## config.mk

```make
export PLATFORM = sky130hd
export DESIGN_NAME = writeback_sequencer
export DESIGN_NICKNAME = d
export VERILOG_FILES = /design/src/rtl/wb_seq_pkg.sv /design/src/rtl/writeback_sequencer.sv
export SDC_FILE = /design/constraint.sdc
export NUM_CORES = 1
export LEC_CHECK = 0
export BUFFER_PORTS_ARGS = -buffer_cell sky130_fd_sc_hd__buf_2
export CORE_ASPECT_RATIO = 1.5
export CORE_MARGIN = 4
export CORE_UTILIZATION = 40
export CTS_CLUSTER_SIZE = 25
export DETAILED_ROUTE_END_ITERATION = 10
export PLACE_DENSITY = 0.67
export SYNTH_ARGS = -nofsm -noshare
export SYNTH_HDL_FRONTEND = slang
export SYNTH_SLANG_ARGS = --single-unit
```

## constraint.sdc

```tcl
create_clock -name clk -period 2.3 [get_ports clk]
set_input_delay 0 -clock clk [delete_from_list [all_inputs] [get_ports clk]]
set_output_delay 0 -clock clk [all_outputs]
set_load 0.1 [all_outputs]
```

## src/rtl/wb_seq_pkg.sv

```systemverilog
// Shared types and helpers for the writeback sequencer: FSM state encoding,
// register-file geometry and the one-hot decoder used for scoreboard release.
package wb_seq_pkg;

  localparam int REG_COUNT = 16;
  localparam int REG_W     = 4;
  localparam int DATA_W    = 64;
  localparam int CNT_W     = 32;

  typedef enum logic [1:0] {
    IDLE   = 2'd0,
    WR_PRI = 2'd1,
    WR_SPC = 2'd2,
    HALT   = 2'd3
  } wbState_t;

  function automatic logic [REG_COUNT-1:0] oneHot(input logic [REG_W-1:0] idx);
    oneHot      = '0;
    oneHot[idx] = 1'b1;
  endfunction

endpackage

```

## src/rtl/writeback_sequencer.sv

```systemverilog
// Writeback sequencer: captures one execute result, writes primary then optional
// special destination through a single register-file port, then retires it.
module writeback_sequencer
  import wb_seq_pkg::*;
(
  input  logic                 clk,
  input  logic                 rst_n,
  input  logic                 in_valid,
  output logic                 in_ready,
  input  logic                 in_kill,
  input  logic [DATA_W-1:0]    in_rip,
  input  logic [REG_W-1:0]     in_dest,
  input  logic [DATA_W-1:0]    in_result,
  input  logic                 in_spc_valid,
  input  logic [REG_W-1:0]     in_spc_dest,
  input  logic [DATA_W-1:0]    in_spc_result,
  input  logic                 in_src1_valid,
  input  logic                 in_src2_valid,
  input  logic [REG_W-1:0]     in_src1,
  input  logic [REG_W-1:0]     in_src2,
  output logic                 rf_we,
  output logic [REG_W-1:0]     rf_waddr,
  output logic [DATA_W-1:0]    rf_wdata,
  output logic                 sb_clr_valid,
  output logic [REG_COUNT-1:0] sb_clr_mask,
  output logic                 retire_valid,
  output logic [DATA_W-1:0]    retire_rip,
  output logic [CNT_W-1:0]     retired_count,
  output logic                 halted
);

  wbState_t             state, stateNext;
  logic                 hKill, hSpcValid, hSrc1Valid, hSrc2Valid;
  logic [DATA_W-1:0]    hRip, hResult, hSpcResult;
  logic [REG_W-1:0]     hDest, hSpcDest, hSrc1, hSrc2;
  logic [CNT_W-1:0]     retiredCnt;
  logic                 accept, spcNeeded;
  logic [REG_COUNT-1:0] clrMask;

  // Gating with rst_n keeps in_ready low while reset is held.
  assign in_ready  = rst_n && (state == IDLE);
  assign accept    = in_valid && in_ready;
  assign spcNeeded = hSpcValid && (hSpcDest != hDest);

  assign clrMask = oneHot(hDest)
                 | (hSpcValid  ? oneHot(hSpcDest) : '0)
                 | (hSrc1Valid ? oneHot(hSrc1)    : '0)
                 | (hSrc2Valid ? oneHot(hSrc2)    : '0);

  always_comb begin
    stateNext    = state;
    rf_we        = 1'b0;
    rf_waddr     = '0;
    rf_wdata     = '0;
    sb_clr_valid = 1'b0;
    retire_valid = 1'b0;
    case (state)
      IDLE: if (accept) stateNext = WR_PRI;
      WR_PRI: begin
        if (hKill) begin
          // A kill retires without touching the register file or scoreboard.
          retire_valid = 1'b1;
          stateNext    = HALT;
        end else begin
          rf_we    = 1'b1;
          rf_waddr = hDest;
          rf_wdata = hResult;
          if (spcNeeded) begin
            stateNext = WR_SPC;
          end else begin
            sb_clr_valid = 1'b1;
            retire_valid = 1'b1;
            stateNext    = IDLE;
          end
        end
      end
      WR_SPC: begin
        rf_we        = 1'b1;
        rf_waddr     = hSpcDest;
        rf_wdata     = hSpcResult;
        sb_clr_valid = 1'b1;
        retire_valid = 1'b1;
        stateNext    = IDLE;
      end
      default: stateNext = HALT;
    endcase
  end

  assign sb_clr_mask   = sb_clr_valid ? clrMask : '0;
  assign retire_rip    = retire_valid ? hRip : '0;
  assign retired_count = retiredCnt;
  assign halted        = (state == HALT);

  always_ff @(posedge clk or negedge rst_n) begin
    if (!rst_n) begin
      state      <= IDLE;
      retiredCnt <= '0;
    end else begin
      state <= stateNext;
      if (retire_valid) retiredCnt <= retiredCnt + 1'b1;
    end
  end

  // Holding registers: loaded only on an accepted handshake.
  always_ff @(posedge clk or negedge rst_n) begin
    if (!rst_n) begin
      hKill      <= 1'b0;
      hRip       <= '0;
      hDest      <= '0;
      hResult    <= '0;
      hSpcValid  <= 1'b0;
      hSpcDest   <= '0;
      hSpcResult <= '0;
      hSrc1Valid <= 1'b0;
      hSrc2Valid <= 1'b0;
      hSrc1      <= '0;
      hSrc2      <= '0;
    end else if (accept) begin
      hKill      <= in_kill;
      hRip       <= in_rip;
      hDest      <= in_dest;
      hResult    <= in_result;
      hSpcValid  <= in_spc_valid;
      hSpcDest   <= in_spc_dest;
      hSpcResult <= in_spc_result;
      hSrc1Valid <= in_src1_valid;
      hSrc2Valid <= in_src2_valid;
      hSrc1      <= in_src1;
      hSrc2      <= in_src2;
    end
  end

endmodule
```

# After elaboration in Yosys (flattened, before gate mapping)
# Cells that the tools add are included.
# classes
magnitude_cmp	8
bitwise_logic	3
mux	28
n_eq_ne	5
addsub	1
n_reduce_logical	8
# ops
cell	count
$mux W64	2
$pmux W64 S2	1
$mux W16	4
$or A16 B16 Y16	3
$add A32 B1 Y32 const B	1
$lt A4 B5 Y1 const B	4
$demux W1 S4	4
$ge A4 B1 Y1 const B	4
$mux W1	8
$pmux W4 S2	1
$logic_and A1 B1 Y1	7
$mux W2	3
$pmux W1 S2	3
$pmux W2 S3	1
$eq A2 B2 Y1 const B	2
$mux W4	1
$ne A4 B4 Y1	1
$eq A2 B1 Y1 const B	1
$logic_not A2 Y1	1
$ne A2 B2 Y1 const B	1
# word_totals
word_cells	66
ff_bits	246
output_inout_bits	185
in_bits	215

# Depth between registers and ports, before layout
# depth
ltp_word	9
mapped_depth	9
mapped_depth_nobuf	6

# Least setup slack after synthesis
# No wires, ideal clock.
# synth_path
path_type	register to output
startpoint	register state[0]
endpoint	output port sb_clr_mask[10]
setup_slack_ns	-1.448
required_ns	2.300
stages_incl_launch_ff	8
n_path_buf	3
t_arrival_ns	3.748
cell_sequence	dfrtp_1 inv_1 ha_1 clkbuf_1 clkbuf_1 a21oi_1 buf_2 nor3b_1
# synth_via
elab_chain_cells	3
word_cells_on_any_way	4
cone_classes	eq/ne (2); mux (2)
# synth_lines
element	line_no	rtl
start: declaration	writeback_sequencer.sv:32	wbState_t state, stateNext;
start signal: assignment	writeback_sequencer.sv:99	state <= stateNext;
$eq A2 B2 Y1 / $eq A2 B1 Y1 (equally long branches)	writeback_sequencer.sv:57	case (state)
$pmux W1 S2 (*)	writeback_sequencer.sv:57	
$mux W16 (*)	writeback_sequencer.sv:89	assign sb_clr_mask = sb_clr_valid ? clrMask : '0;
end: declaration	writeback_sequencer.sv:25	output logic [REG_COUNT-1:0] sb_clr_mask,
# Mark *: on every way between the ends. The rest lies on a longest branch, timed or not.

# Worst setup path in the final report
# layout_path
startpoint	register hSpcDest[0]
endpoint	output port retire_rip[42]
# layout_via
elab_chain_cells	6
# layout_lines
element	line_no	rtl
start: declaration	writeback_sequencer.sv:35	logic [REG_W-1:0] hDest, hSpcDest, hSrc1, hSrc2;
start signal: assignment	writeback_sequencer.sv:124	hSpcDest <= in_spc_dest;
$ne A4 B4 Y1	writeback_sequencer.sv:43	assign spcNeeded = hSpcValid && (hSpcDest != hDest);
$logic_and A1 B1 Y1	writeback_sequencer.sv:43	
$mux W1	writeback_sequencer.sv:68	if (spcNeeded) begin
$mux W1	writeback_sequencer.sv:60	if (hKill) begin
$pmux W1 S2	writeback_sequencer.sv:57	
$mux W64	writeback_sequencer.sv:90	assign retire_rip = retire_valid ? hRip : '0;
end: declaration	writeback_sequencer.sv:27	output logic [DATA_W-1:0] retire_rip,
# Every way passes these cells.

==> impl_metrics.tcl <==
set metrics [dict create \
    synthToLayoutAreaGrowth_pct 77.35 \
    leakagePower_nw 9.975 \
    violations "setup timing" \
    p_per_area_mw_per_mm2 445.8 \
    synth_cell_types 42 \
    status "complete, but fails checks" \
    grt_pass1_vias 11686 \
    rsz0062_at_grt "yes" \
    max_cap_violations 0 \
    endpoint_kind "output port" \
    grt_pass1_wl_um 66470 \
    synthTopCellsByArea "dfrtp_1, mux2_2, a22oi_1, nor2b_1, and2_1" \
    peakVddDrop_v 0.0005736 \
    startpoint_type "flop" \
    overflow 0 \
    finClkSkew_ps 22.83 \
    gp_congestion 0.8554 \
    clk_latency_ps 550 \
    routed_wl_um 45800 \
    cp_slowest_cell "o41a_1" \
    setup_viol 65 \
    cts_tree "yes" \
    grt_usage_pct 26.30 \
    critPathMaxFanout 8 \
    max_freq_mhz 401.2 \
    layout.nets 1808 \
    max-slew-margin-rel_pct 46.72 \
    vias 10539 \
    drv_slew 0 \
    synth_cells 952 \
    clockRootBuffer "clkbuf_16" \
    design_area_mm2 0.02086 \
    final.min_clock_period_ps 2493 \
    viasPerCell 5.264 \
    cts_max_level 1 \
    synth-async-reset-ratio_pct 100.0 \
    synth_top_area_share_pct 52.34 \
    min_path_type "input port to flop" \
    port-buffer-count 399 \
    antenna_found_initial 5 \
    core_area_mm2 0.02891 \
    min_period_over_period_pct 108.4 \
    crit_arrival_ps 2490 \
    clock_path_buffers 3 \
    syn_nets 1172 \
    yosysMostFrequentCell "dfrtp_1" \
    die_h_um 218.0 \
    wl_per_cell_um 22.88 \
    synth_common_cells "dfrtp_1, mux2_2, nor2b_1, a22oi_1, and2_1" \
    dr.pass1.iters 5 \
    ys_seq_area_share_pct 52.34 \
    crit_type "flop to output port" \
    dp_hpwl_um 26860 \
    place_area_mm2 0.01704 \
    path_common_cell "buf_12" \
    avgSynthCellArea_um2 12.35 \
    yosysTopAreaCell "dfrtp_1" \
    grt_max_degree 141 \
    drc 0 \
    synth.yosys.warnings 0 \
    worst_pin_slew_ps 799.2 \
    syn_area_mm2 0.01176 \
    std_cell_rows 76 \
    nFillCells 1769 \
    start_util_pct 40.69 \
    drt_iter0_drc 472 \
    ant_nets 0 \
    ys_ff_latch 246 \
    synth_edf_count 0 \
    dieArea_mm2 0.03227 \
    layout_setup_ws_ps -192.6 \
    clk_pin_slew_ps 60 \
    hold_viol_final 0 \
    cpPeakStageDelay_ps 490 \
    synthFlopType "dfrtp_1" \
    cp.required_ps 2300 \
    ios 400 \
    power_mw 9.299 \
    clock_sinks 246 \
    numCtsBuffers 26 \
    path_cells "xor2_1, o41a_1, nor2_4, buf_12, buf_8, clkbuf_16, and2_4, buf_12" \
    die_w_um 148.0 \
    drive_gt1_share_pct 57.46 \
]
flip-flops by register name, summed over array words and instances, names as in the netlist:
signal and flops:
hDest 4, hKill 1, hResult 64, hRip 64
hSpcDest 4, hSpcResult 64, hSpcValid 1, hSrc1 4
hSrc1Valid 1, hSrc2 4, hSrc2Valid 1, retired_count 32
state 2
critical path: cells and delay by family, from the launching register on:
kind,cells,cell delay (ps)
AOI/OAI and AO/OA,1,490
xor gates and xnor gates,1,190
buffers and inverters,4,570
DFF,1,390
and+or+nand+nor,2,300
report_power, final:
| part | internal [mW] | total [mW] | switching [mW] | leakage, nW |
|---|---|---|---|---|
| clock network | 2.51 | 4.37 | 1.86 | 0.433 |
| logic | 0.375 | 0.604 | 0.228 | 6.12 |
| registers | 4.33 | 4.33 | 0 | 3.42 |
cells in the final DEF, fill, tap and decap left out, types with 6 or more instances in the layout:
master         synthesis  routed
nor3b_4                0      16
dlygate4sd3_1          0     214
xor2_1                35      35
nor2b_4                0      13
nand2b_1              10      10
nor2b_2                0      57
a22oi_2                0      18
buf_12                 0     169
nor4_2                10      10
mux2_2               213     213
nand3_1               10      10
buf_4                  3      33
nor2_1                13      13
and2_4                 0      64
nor3_1                27      27
clkbuf_16              0      32
a22oi_1               68      50
clkinv_2               0       8
nand3b_1               6       6
buf_2                 22     247
o22ai_1               21      21
nand2_1               16      15
dfrtp_1              246     241
per-stage QoR:
| step | TNS, ps | util [%] | setup WS [ps] | instances | hold WS (ps) |
|---|---|---|---|---|---|
| detailed placement | 0 | 58.93 | 192.6 | 1702 | -184.4 |
| global route | -14300 | 72.16 | -253.2 | 2002 | 36.45 |
| finish | -8650 | 72.16 | -192.6 | 2002 | 23.46 |
| floorplan | -5112 | - | -421.6 | 952 | -295.6 |
| global placement | 0 | 58.93 | 265.0 | 1702 | -184.9 |
| CTS | -12220 | 70.69 | -173.3 | 1984 | 1.231 |
final timing paths:
check                                  start                end  slack (ps)  cells after the start
max                              hSpcDest[0]     retire_rip[42]        -190                      8
min                                 in_valid           state[0]          20                      4
max reg2reg                      hSpcDest[0]   retired_count[1]         200                      7
min reg2reg                retired_count[12]  retired_count[12]         470                      1
max in group asynchronous              rst_n        hResult[21]         830                      4
min in group asynchronous              rst_n          hSpcValid         180                      3
logic make-up after synthesis:
| group | Yosys count | share of synthesized area [%] |
|---|---|---|
| simple gates | 276 | 14.98 |
| fa+ha+maj | 5 | 0.5319 |
| mux | 213 | 20.39 |
| xor+xnor | 35 | 2.606 |
| compound gates | 103 | 6.383 |
| buf+inv | 74 | 2.766 |
| flops | 246 | 52.34 |
cell type report:
class	instances	area [um^2]	area share (%)
Timing Repair Buffer	678	7291	34.95
Sequential cell	246	6162	29.54
Multi-Input combinational cell	632	6018	28.85
Clock buffer	34	742.0	3.557
Tap cell	390	488.0	2.339
Clock inverter	14	132.6	0.6358
Inverter	4	15.01	0.07198
Antenna cell	4	10.01	0.04799
metal layers:
layer  global-route usage, %  part of all wire (%)
met1                   28.05                    34
met5                       0                 0.015
met2                   48.38                    54
met4                   14.08                   6.0
met3                   5.239                   5.4
what timing repair did:
item                                   in CTS  in global routing
cloned                                      3                  8
pin swaps                                   6                 17
setup endpoints to repair                 151                151
endpoints found under the hold margin     361                  0
gates resized for setup                    47                 68
buffers inserted                           17                 10
hold buffers                              214                  0
Power figures use the tool's default switching activity.
